$ cat src/rtl/ffe_pkg.sv
// Shared widths, accumulator sizing and output saturation for the 4-tap FFE.
`timescale 1ns/1ps
package ffe_pkg;

    localparam int DEPTH      = 4;
    localparam int ADDR_SIZE  = $clog2(DEPTH);
    localparam int DATA_WIDTH = 8;
    localparam int COEF_WIDTH = 8;
    localparam int OUT_WIDTH  = 8;
    localparam int FRAC_BITS  = 7;
    localparam int ACC_WIDTH  = DATA_WIDTH + COEF_WIDTH + ADDR_SIZE;
    localparam int CNT_WIDTH  = $clog2(DEPTH + 1);

    localparam logic signed [OUT_WIDTH-1:0] SAT_MAX = {1'b0, {(OUT_WIDTH-1){1'b1}}};
    localparam logic signed [OUT_WIDTH-1:0] SAT_MIN = {1'b1, {(OUT_WIDTH-1){1'b0}}};

    // Clamp an already-shifted accumulator value into the signed output range.
    function automatic logic signed [OUT_WIDTH-1:0] sat_out(input logic signed [ACC_WIDTH:0] v);
        if (v > (ACC_WIDTH+1)'(SAT_MAX)) begin
            return SAT_MAX;
        end else if (v < (ACC_WIDTH+1)'(SAT_MIN)) begin
            return SAT_MIN;
        end else begin
            return v[OUT_WIDTH-1:0];
        end
    endfunction

endpackage

$ cat src/rtl/ffe_coef_rf.sv
// DEPTH x COEF_WIDTH coefficient register file: one write port, one combinational read port.
`timescale 1ns/1ps
module ffe_coef_rf
    import ffe_pkg::*;
(
    input  logic                         clk,
    input  logic                         rst_n,
    input  logic                         i_wr_en,
    input  logic [ADDR_SIZE-1:0]         i_wr_addr,
    input  logic signed [COEF_WIDTH-1:0] i_wr_data,
    input  logic [ADDR_SIZE-1:0]         i_rd_addr,
    output logic signed [COEF_WIDTH-1:0] o_rd_data
);

    logic signed [COEF_WIDTH-1:0] r_coef [DEPTH];

    // NOTE: every entry is reset because the filter must read zero coefficients
    // after reset; a tiny flop array costs nothing extra to clear, unlike a RAM.
    // NOTE: non-blocking assignments keep same-cycle reads seeing the old value.
    always_ff @(posedge clk or negedge rst_n) begin
        if (!rst_n) begin
            for (int i = 0; i < DEPTH; i++) begin
                r_coef[i] <= '0;
            end
        end else if (i_wr_en) begin
            r_coef[i_wr_addr] <= i_wr_data;
        end
    end

    assign o_rd_data = r_coef[i_rd_addr];

endmodule

$ cat src/rtl/ffe_datapath.sv
// FFE multiply-accumulate datapath: delay line, coefficient file, accumulator, saturated output.
// Define FFE_ROUND_EN to round half-up before the output shift instead of truncating.
`timescale 1ns/1ps
module ffe_datapath
    import ffe_pkg::*;
(
    input  logic                         ffe_clk,
    input  logic                         rst,
    input  logic                         shift_en,
    input  logic                         rd_en,
    input  logic                         str_out_n_rst_add_reg,
    input  logic [ADDR_SIZE-1:0]         rd_addr,
    input  logic signed [DATA_WIDTH-1:0] ffe_in,
    input  logic                         coef_wr_en,
    input  logic [ADDR_SIZE-1:0]         coef_wr_addr,
    input  logic signed [COEF_WIDTH-1:0] coef_wr_data,
    output logic signed [OUT_WIDTH-1:0]  ffe_out,
    output logic                         ffe_out_valid
);

    logic signed [DATA_WIDTH-1:0]            r_tap [DEPTH];
    logic signed [ACC_WIDTH-1:0]             r_acc;
    logic [CNT_WIDTH-1:0]                    r_prod_cnt;

    logic signed [COEF_WIDTH-1:0]            w_coef;
    logic signed [DATA_WIDTH+COEF_WIDTH-1:0] w_prod_full;
    logic signed [ACC_WIDTH-1:0]             w_prod;
    logic signed [ACC_WIDTH:0]               w_acc_ext;
    logic signed [ACC_WIDTH:0]               w_acc_adj;
    logic signed [ACC_WIDTH:0]               w_acc_shr;

    ffe_coef_rf u_coef_rf (
        .clk       (ffe_clk),
        .rst_n     (rst),
        .i_wr_en   (coef_wr_en),
        .i_wr_addr (coef_wr_addr),
        .i_wr_data (coef_wr_data),
        .i_rd_addr (rd_addr),
        .o_rd_data (w_coef)
    );

    always_ff @(posedge ffe_clk or negedge rst) begin
        if (!rst) begin
            for (int i = 0; i < DEPTH; i++) begin
                r_tap[i] <= '0;
            end
        end else if (shift_en) begin
            r_tap[0] <= ffe_in;
            for (int i = 1; i < DEPTH; i++) begin
                r_tap[i] <= r_tap[i-1];
            end
        end
    end

    assign w_prod_full = r_tap[rd_addr] * w_coef;
    assign w_prod      = {{ADDR_SIZE{w_prod_full[DATA_WIDTH+COEF_WIDTH-1]}}, w_prod_full};

    // One guard bit so the rounding offset can never wrap the accumulator.
    assign w_acc_ext = {r_acc[ACC_WIDTH-1], r_acc};
`ifdef FFE_ROUND_EN
    localparam logic signed [ACC_WIDTH:0] RND_HALF = (ACC_WIDTH+1)'(2**(FRAC_BITS-1));
    assign w_acc_adj = w_acc_ext + RND_HALF;
`else
    assign w_acc_adj = w_acc_ext;
`endif
    assign w_acc_shr = w_acc_adj >>> FRAC_BITS;

    // A store edge publishes the finished sum and seeds the next one with this cycle's product.
    always_ff @(posedge ffe_clk or negedge rst) begin
        if (!rst) begin
            r_acc         <= '0;
            r_prod_cnt    <= '0;
            ffe_out       <= '0;
            ffe_out_valid <= 1'b0;
        end else begin
            ffe_out_valid <= 1'b0;
            if (rd_en) begin
                if (str_out_n_rst_add_reg) begin
                    ffe_out       <= sat_out(w_acc_shr);
                    ffe_out_valid <= (r_prod_cnt == CNT_WIDTH'(DEPTH));
                    r_acc         <= w_prod;
                    r_prod_cnt    <= CNT_WIDTH'(1);
                end else begin
                    r_acc <= r_acc + w_prod;
                    if (r_prod_cnt != CNT_WIDTH'(DEPTH)) begin
                        r_prod_cnt <= r_prod_cnt + CNT_WIDTH'(1);
                    end
                end
            end
        end
    end

endmodule

$ cat config.mk
export PLATFORM = sky130hd
export DESIGN_NAME = ffe_datapath
export DESIGN_NICKNAME = d
export VERILOG_FILES = /design/src/rtl/ffe_pkg.sv /design/src/rtl/ffe_coef_rf.sv /design/src/rtl/ffe_datapath.sv
export SDC_FILE = /design/constraint.sdc
export NUM_CORES = 1
export LEC_CHECK = 0
export ABC_AREA = 1
export CAP_MARGIN = 20
export CORE_MARGIN = 2
export CORE_UTILIZATION = 40
export DETAILED_ROUTE_END_ITERATION = 10
export PLACE_DENSITY = 0.65
export SETUP_SLACK_MARGIN = 0.1
export SLEW_MARGIN = 25
export SYNTH_ARGS = -nofsm -noshare
export SYNTH_HDL_FRONTEND = slang
export SYNTH_SLANG_ARGS = --single-unit
$ cat constraint.sdc
create_clock -name ffe_clk -period 5.65 [get_ports ffe_clk]
set_input_delay 0.565 -clock ffe_clk [delete_from_list [all_inputs] [get_ports ffe_clk]]
set_output_delay 0.565 -clock ffe_clk [all_outputs]
set_load 0.01 [all_outputs]
==> results.sh, run 1 <==
export IMPL_syn_area_per_cell_sq_um=7.549
export IMPL_grt_use_total_pct=21.38
export IMPL_cp_slowest_cell="fa_1"
export IMPL_hold_buffers=0
export IMPL_syn_num_nets=1168
export IMPL_cts_tree="built"
export IMPL_synth_largest_area_cell="dfrtp_1"
export IMPL_grt_pass1_vias=7312
export IMPL_r2r_cells=33
export IMPL_nets=1331
export IMPL_cts_root_buf="clkbuf_16"
export IMPL_antenna_found_initial=0
export IMPL_hold_viol_final=0
export IMPL_synthArstFlopShare_pct=100.0
export IMPL_nFillCells=1701
export IMPL_drt_total_wl_microns=21020
export IMPL_crit_type="in -> reg"
export IMPL_synth_top_area_share_pct=30.02
export IMPL_die_y_microns=144.0
export IMPL_vias=7256
export IMPL_io_buffer_count=34
export IMPL_io_pins=35
export IMPL_chipWidth_microns=144.0
export IMPL_required_ns=5.91
export IMPL_worst_slew_pin_transition_ns=0.9520
export IMPL_path_clk_slew_ns=0.08
export IMPL_ys_ff_latch=94
export IMPL_synth_edf_count=0
export IMPL_core_area_sq_um=19330
export IMPL_crit_arrival_ns=6.04
export IMPL_synth_area_leaders="dfrtp_1 (30%), fa_1 (14%), nand2_1 (13%)"
export IMPL_critPathMaxFanout=6
export IMPL_hpwlAfterDp_microns=14630
export IMPL_rows=51
export IMPL_place_gp_congestion=0.8953
export IMPL_worstSkewPairLatency_ns=0.37
export IMPL_start_kind="input port"
export IMPL_grt_setup_unrepaired="yes"
export IMPL_layout_setup_ws_ns=-0.1354
export IMPL_rr_startpoint="r_tap[31]"
export IMPL_viasPerCell=4.933
export IMPL_slew_viol_final=0
export IMPL_initialDrtViolationCount=360
export IMPL_finalSetupTns_ns=-0.5046
export IMPL_route_detailed_wl_per_inst_microns=14.29
export IMPL_maxCapViolations=0
export IMPL_timing_fmax_mhz=172.8
export IMPL_placed_area_sq_um=9364
export IMPL_status="complete, but fails checks"
export IMPL_hp_class="in -> async"
export IMPL_fin_area_sq_um=11030
export IMPL_initial_core_util_pct=40.53
export IMPL_first_pass_iters=5
export IMPL_grt_start_max_net_pins=65
export IMPL_cts_made_buffers=9
export IMPL_synth_common_cells="nand2_1 (266), inv_1 (170), nor2_1 (105)"
export IMPL_cp_end_kind="register"
export IMPL_htree_num_levels=3
export IMPL_grt_pass1_wl_microns=35020
export IMPL_die_area_sq_um=20730
export IMPL_r2r_end="r_acc[14]"
export IMPL_synthMostInstantiatedCell="nand2_1"
export IMPL_syn2layout_area_growth_pct=40.76
export IMPL_setup_violations=7
export IMPL_preCtsSetupSlack_ns=-1.080
export IMPL_drive_above_1_share_pct=30.76
export IMPL_yosys_warnings=0
export IMPL_clock_sinks=94
export IMPL_antenna_cells=0
export IMPL_critPathMaxStageDelay_ns=0.54
export IMPL_synth_distinct_cells=41
export IMPL_detail_route_antenna_nets=0
export IMPL_cts_buffer_depth=2
export IMPL_drcViolationCount=0
export IMPL_synth_ff_type="dfrtp_1"
export IMPL_fin_crit_sh_pct=102.4
export IMPL_synth_seq_area_share_pct=30.02
export IMPL_relSlewSlack_pct=36.54
export IMPL_rrSetupSlack_ns=0.06
export IMPL_violations="negative setup slack"
export IMPL_synth_area_sq_um=7836
export IMPL_grt_overflow_total=0
export IMPL_period_needed_ns=5.785
export IMPL_clock_skew_ns=0.01288
export IMPL_netlist_instances=1038
[layout by cell type, fill, tap and decap left out, types with 30 or more instances in the layout]
master             n
clkdlybuf4s50_1   30
inv_2             34
o21ai_0           63
fa_1              52
dfrtp_1           94
nand2_1          232
nor2_1            78
inv_1            146
a21oi_1           39
nand3_1           37
buf_4            113
[worst max path at each step]
| stage | start | end | slack [ns] | depth (start not counted) |
|---|---|---|---|---|
| final | rd_addr[0] | r_acc[14] | -0.14 | 33 |
| after global routing | rd_addr[0] | r_acc[17] | -0.36 | 36 |
| after CTS | rd_addr[0] | r_acc[17] | -0.10 | 38 |
| after detailed placement | rd_addr[0] | r_acc[14] | -1.08 | 30 |
| after global placement | rd_addr[0] | r_acc[14] | -1.05 | 33 |
| after floorplan | rd_addr[0] | r_acc[17] | 0.11 | 36 |
[cell type report]
class                   instances  area [sq um]  share of cell area, %
flip-flops and latches         94          2352                  21.32
clock buffers                   9         225.2                  2.042
repair buffers                175          1677                  15.20
repair inverters                2         25.02                 0.2269
inverters                     189         753.2                  6.828
multi-input cells             730          5604                  50.81
well taps                     265         331.6                  3.006
clock inverters                 7         62.56                 0.5671
[critical path: cells and delay by family]
family / cells / cell delay (ns)
buffers and inverters: 11 / 1.13
adder cells (fa/ha/maj): 6 / 2.34
AND/OR/NAND/NOR: 11 / 1.14
AO/OA/AOI/OAI: 5 / 0.86
[stage by stage]
stage	util, %	std cells	hold WS, ns
final	57.05	1471	0.1451
after global routing	57.05	1471	0.1869
after CTS	54.85	1460	0.1717
after detailed placement	48.43	1405	0.4727
after global placement	48.43	1405	0.4639
after floorplan	-	1038	0.2694
[logic make-up (layout without fill, tap and decap cells)]
kind of cell,Yosys count,count (layout),synth area share (%)
and+or+nand+nor,443,443,23.06
adders and majority gates,104,104,21.97
DFF,94,94,30.02
xor gates and xnor gates,13,13,1.453
buffers and inverters,214,382,10.54
AOI/OAI and AO/OA,170,170,12.97
[flip-flops by register name (all words and copies together), names as in the netlist]
signal / cells
ffe_out: 8
ffe_out_valid: 1
r_acc: 18
r_prod_cnt: 3
r_tap: 32
u_coef_rf.r_coef: 32
[per-layer routing]
layer	vias up	wire [microns]	GRT usage, %
met3	41	745	2.599
met2	138	10730	37.87
li1	3578	-	-
met5	-	0	0
met4	0	482	6.811
met1	3499	9060	27.17
[repair_timing]
action / 4_1_cts / 5_1_grt
pin swaps: 87 / 48
gates resized for setup: 138 / 85
buffers inserted: 32 / 11
cloned: 7 / 0
endpoints found under the setup margin: 11 / 10
Power of run 1 is not shown: default switching activity piles up to over one toggle a cycle in this logic, so the estimate is an artifact.
==> run 2: changes to the inputs <==
--- a/config.mk
+++ b/config.mk
@@ -10,7 +10,8 @@
 export CORE_MARGIN = 2
 export CORE_UTILIZATION = 40
 export DETAILED_ROUTE_END_ITERATION = 10
-export PLACE_DENSITY = 0.65
+export DONT_BUFFER_PORTS = 1
+export PLACE_DENSITY = 0.62
 export SETUP_SLACK_MARGIN = 0.1
 export SLEW_MARGIN = 25
 export SYNTH_ARGS = -nofsm -noshare
==> run 2 against run 1 <==
Net effect:
- worst hold slack worse by 0.043 ns
- critical path type is now reg -> reg
- critical endpoint unchanged
- the run now ends clean
- die area unchanged
- register-to-register slack better by 0.03 ns
- via count down 4.5%
==> results.sh, run 2 (same netlist as run 1, synthesis figures left out) <==
export IMPL_critPathMaxFanout=5
export IMPL_place_gp_congestion=0.8788
export IMPL_required_ns=5.91
export IMPL_cts_buffer_depth=2
export IMPL_antenna_cells=0
export IMPL_relSlewSlack_pct=56.73
export IMPL_top_regs="r_tap: 32 flops, u_coef_rf.r_coef: 32 flops, r_acc: 18 flops"
export IMPL_nets=1279
export IMPL_rows=51
export IMPL_route_detailed_wl_per_inst_microns=13.34
export IMPL_clock_skew_ns=0.01183
export IMPL_worstSkewPairLatency_ns=0.36
export IMPL_cp_slowest_cell="fa_1"
export IMPL_timing_fmax_mhz=179.8
export IMPL_grt_use_total_pct=19.35
export IMPL_nFillCells=1826
export IMPL_cts_made_buffers=9
export IMPL_die_y_microns=144.0
export IMPL_detail_route_antenna_nets=0
export IMPL_hold_viol_final=0
export IMPL_finalSetupTns_ns=0
export IMPL_hpwlAfterDp_microns=13980
export IMPL_worst_slew_pin_transition_ns=0.6483
export IMPL_drt_total_wl_microns=18930
export IMPL_status="finished clean"
export IMPL_cts_root_buf="clkbuf_16"
export IMPL_placed_area_sq_um=9026
export IMPL_grt_start_max_net_pins=95
export IMPL_cp_end_kind="register"
export IMPL_drive_above_1_share_pct=25.91
export IMPL_grt_pass1_wl_microns=31930
export IMPL_drcViolationCount=0
export IMPL_syn2layout_area_growth_pct=27.32
export IMPL_fin_crit_sh_pct=98.43
export IMPL_crit_type="reg -> reg"
export IMPL_start_kind="register"
export IMPL_cpMostUsedCell="inv_2"
export IMPL_die_area_sq_um=20730
export IMPL_first_pass_iters=4
export IMPL_final_cell_mix="nand2_1 (242), inv_1 (146), buf_4 (114)"
export IMPL_initial_core_util_pct=40.53
export IMPL_setup_violations=0
export IMPL_vias=6930
export IMPL_viasPerCell=4.884
export IMPL_hp_class="in -> async"
export IMPL_final_common_cell="nand2_1"
export IMPL_period_needed_ns=5.561
export IMPL_fin_area_sq_um=9977
export IMPL_grt_pass1_vias=6843
export IMPL_chipWidth_microns=144.0
export IMPL_cts_tree="built"
export IMPL_slew_viol_final=0
export IMPL_io_pins=35
export IMPL_crit_arrival_ns=5.82
export IMPL_core_area_sq_um=19330
export IMPL_critPathMaxStageDelay_ns=0.54
export IMPL_grt_setup_unrepaired="yes"
export IMPL_initialDrtViolationCount=305
export IMPL_htree_num_levels=3
export IMPL_maxCapViolations=0
export IMPL_grt_overflow_total=0
export IMPL_clock_sinks=94
export IMPL_path_clk_slew_ns=0.07
export IMPL_antenna_found_initial=0
export IMPL_io_buffer_count=0
run 2: per-stage QoR:
step / util (%) / hold slack (ns) / worst slack (ns) / std cells
5_1_grt: 51.60 / 0.1398 / -0.2123 / 1419
6_report: 51.60 / 0.1016 / 0.08875 / 1419
2_1_floorplan: - / 0.2694 / 0.1124 / 1038
3_3_place_gp: 46.68 / 0.2750 / -0.3730 / 1372
4_1_cts: 49.26 / 0.1348 / 0.1103 / 1403
3_5_place_dp: 46.68 / 0.2753 / -0.4710 / 1372
run 2: worst paths after layout:
| kind | start | endpoint | slack [ns] | cells after the start |
|---|---|---|---|---|
| min in group ffe_clk | shift_en | r_tap[17] | 0.30 | 1 |
| max in group asynchronous | rst | u_coef_rf.r_coef[14] | 5.13 | 1 |
| worst min register to register | u_coef_rf.r_coef[16] | u_coef_rf.r_coef[16] | 0.49 | 2 |
| worst max-delay path | r_tap[31] | r_acc[14] | 0.09 | 33 |
| worst min-delay path | rst | r_acc[6] | 0.10 | 1 |
| worst max register to register | r_tap[31] | r_acc[14] | 0.09 | 33 |
run 2: worst max-delay path, delay by kind of cell, from the launching register on:
family | cells | cell delay, ns
flops | 1 | 0.38
buf+inv | 13 | 1.00
fa+ha+maj | 6 | 2.57
simple gates | 8 | 0.73
compound gates | 6 | 0.76
run 2: cell type report:
type	instances	area [sq um]	area share [%]
well taps	265	331.6	3.323
multi-input cells	730	5244	52.56
clock buffers	11	242.7	2.433
flip-flops and latches	94	2352	23.58
repair buffers	125	1022	10.25
clock inverters	5	57.56	0.5769
inverters	189	726.9	7.286
run 2: per-layer routing:
layer	part of all wire [%]	vias to the layer above	GRT usage [%]
li1	-	3465	-
met1	45	3315	24.51
met2	50	122	33.93
met3	3.1	28	3.099
met4	1.8	0	5.831
met5	0	-	0
run 2: what timing repair did:
item,CTS,global route
buffers inserted,14,16
endpoints found under the hold margin,94,0
pin swaps,25,80
resized for setup,19,94
setup endpoints to repair,6,10
hold buffers,1,0
Power of run 2 is left out for the same reason.
==> run 3: changes to the inputs <==
--- a/config.mk
+++ b/config.mk
@@ -8,10 +8,10 @@
 export ABC_AREA = 1
 export CAP_MARGIN = 20
 export CORE_MARGIN = 2
-export CORE_UTILIZATION = 40
+export CORE_UTILIZATION = 59
 export DETAILED_ROUTE_END_ITERATION = 10
 export DONT_BUFFER_PORTS = 1
-export PLACE_DENSITY = 0.62
+export PLACE_DENSITY = 0.84
 export SETUP_SLACK_MARGIN = 0.1
 export SLEW_MARGIN = 25
 export SYNTH_ARGS = -nofsm -noshare
==> run 3 against run 2 <==
Net effect:
- the run now ends with negative setup slack left
- core utilization rose by 25 points
- sequential share of layout area fell by 0.056 points
- wire length rose by 27%
- flip-flop and latch count did not move
==> results.sh, run 3 (same netlist as run 1, synthesis figures left out) <==
export IMPL_period_needed_ns=6.003
export IMPL_maxCapViolations=0
export IMPL_fin_crit_sh_pct=106.3
export IMPL_drt_total_wl_microns=24110
export IMPL_timing_fmax_mhz=166.6
export IMPL_drcViolationCount=0
export IMPL_cts_buffer_depth=2
export IMPL_grt_start_max_net_pins=95
export IMPL_grt_pass1_vias=7718
export IMPL_clock_sinks=94
export IMPL_rows=42
export IMPL_violations="negative setup slack"
export IMPL_cp_end_kind="register"
export IMPL_cts_root_buf="clkbuf_16"
export IMPL_io_pins=35
export IMPL_cp_slowest_cell="fa_1"
export IMPL_utilization_pct=76.43
export IMPL_drive_above_1_share_pct=27.23
export IMPL_slew_viol_final=0
export IMPL_initial_core_util_pct=59.89
export IMPL_hpwlAfterDp_microns=14390
export IMPL_nets=1271
export IMPL_place_gp_congestion=0.9786
export IMPL_relSlewSlack_pct=53.87
export IMPL_vias=7797
export IMPL_die_area_sq_um=14220
export IMPL_route_detailed_wl_per_inst_microns=18.24
export IMPL_final_common_cell="nand2_1"
export IMPL_worst_slew_pin_transition_ns=0.6913
export IMPL_hp_class="in -> async"
export IMPL_layout_setup_ws_ns=-0.3532
export IMPL_syn2layout_area_growth_pct=27.62
export IMPL_cts_tree="built"
export IMPL_antenna_cells=0
export IMPL_core_area_sq_um=13090
export IMPL_path_clk_slew_ns=0.08
export IMPL_worstSkewPairLatency_ns=0.37
export IMPL_viasPerCell=5.898
export IMPL_critPathMaxFanout=5
export IMPL_status="complete, but fails checks"
export IMPL_detail_route_antenna_nets=0
export IMPL_grt_setup_unrepaired="yes"
export IMPL_required_ns=5.89
export IMPL_first_pass_iters=8
export IMPL_cts_made_buffers=9
export IMPL_cpMostUsedCell="nand2_1"
export IMPL_antenna_found_initial=0
export IMPL_final_cell_mix="nand2_1 (244), inv_1 (144), buf_4 (106)"
export IMPL_grt_pass1_wl_microns=35710
export IMPL_grt_use_total_pct=31.65
export IMPL_crit_arrival_ns=6.24
export IMPL_die_y_microns=119.2
export IMPL_htree_num_levels=3
export IMPL_top_regs="r_tap: 32 flops, u_coef_rf.r_coef: 32 flops, r_acc: 18 flops"
export IMPL_clock_skew_ns=0.01162
export IMPL_chipWidth_microns=119.2
export IMPL_start_kind="register"
export IMPL_critPathMaxStageDelay_ns=0.57
export IMPL_hold_viol_final=0
export IMPL_grt_overflow_total=0
export IMPL_crit_type="reg -> reg"
export IMPL_io_buffer_count=0
export IMPL_hold_ws_ns=0.09566
export IMPL_initialDrtViolationCount=1078
export IMPL_setup_violations=7
run 3: repair_timing:
action / in CTS / in global routing
gates resized for setup: 62 / 78
setup endpoints to repair: 6 / 10
cloned: 2 / 0
hold buffers: 1 / 0
endpoints found under the hold margin: 94 / 0
pin swaps: 51 / 60
setup buffers: 16 / 17
run 3: metrics by stage:
stage / setup slack [ns] / cell area [sq um] / std cells / TNS [ns]
final: -0.3532 / 10000 / 1322 / -1.247
after global routing: -0.5567 / 10000 / 1322 / -2.873
after CTS: 0.1014 / 9560 / 1306 / 0
after detailed placement: -0.4475 / 8800 / 1271 / -2.038
after global placement: -0.3425 / 8800 / 1271 / -1.368
after floorplan: 0.1124 / 8094 / 1038 / 0
run 3: final cells by class:
class                   instances  area [sq um]
multi-input cells             730          5395
well taps                     176         220.2
repair buffers                117         991.0
flip-flops and latches         94          2352
fillers                       775          3084
clock inverters                 7         77.57
inverters                     189         739.5
clock buffers                   9         225.2
run 3: per-layer routing:
layer	up-vias	share of wire [%]	global-route usage, %
met3	140	8.2	6.992
met2	494	50	55.46
met1	3697	36	36.92
met4	0	5.9	14.66
li1	3466	-	-
met5	-	0	0
run 3: critical path, delay by kind of cell (launching register included):
kind,cells,cell delay (ns)
AO/OA/AOI/OAI,3,0.62
adder cells (fa/ha/maj),6,2.26
buffers and inverters,8,0.81
flip-flops,1,0.35
AND/OR/NAND/NOR,17,1.82
run 3: path summary, 6_finish.rpt:
| check | start | endpoint | slack (ns) | cells after the start |
|---|---|---|---|---|
| worst min-delay path | rst | u_coef_rf.r_coef[13] | 0.1 | 1 |
| max in group asynchronous | rst | r_acc[9] | 5.15 | 1 |
| worst min register to register | u_coef_rf.r_coef[19] | u_coef_rf.r_coef[19] | 0.49 | 2 |
| worst max register to register | r_tap[28] | r_acc[17] | -0.35 | 34 |
| min in group ffe_clk | shift_en | r_tap[3] | 0.29 | 1 |
| worst max-delay path | r_tap[28] | r_acc[17] | -0.35 | 34 |
Power of run 3 is left out for the same reason.
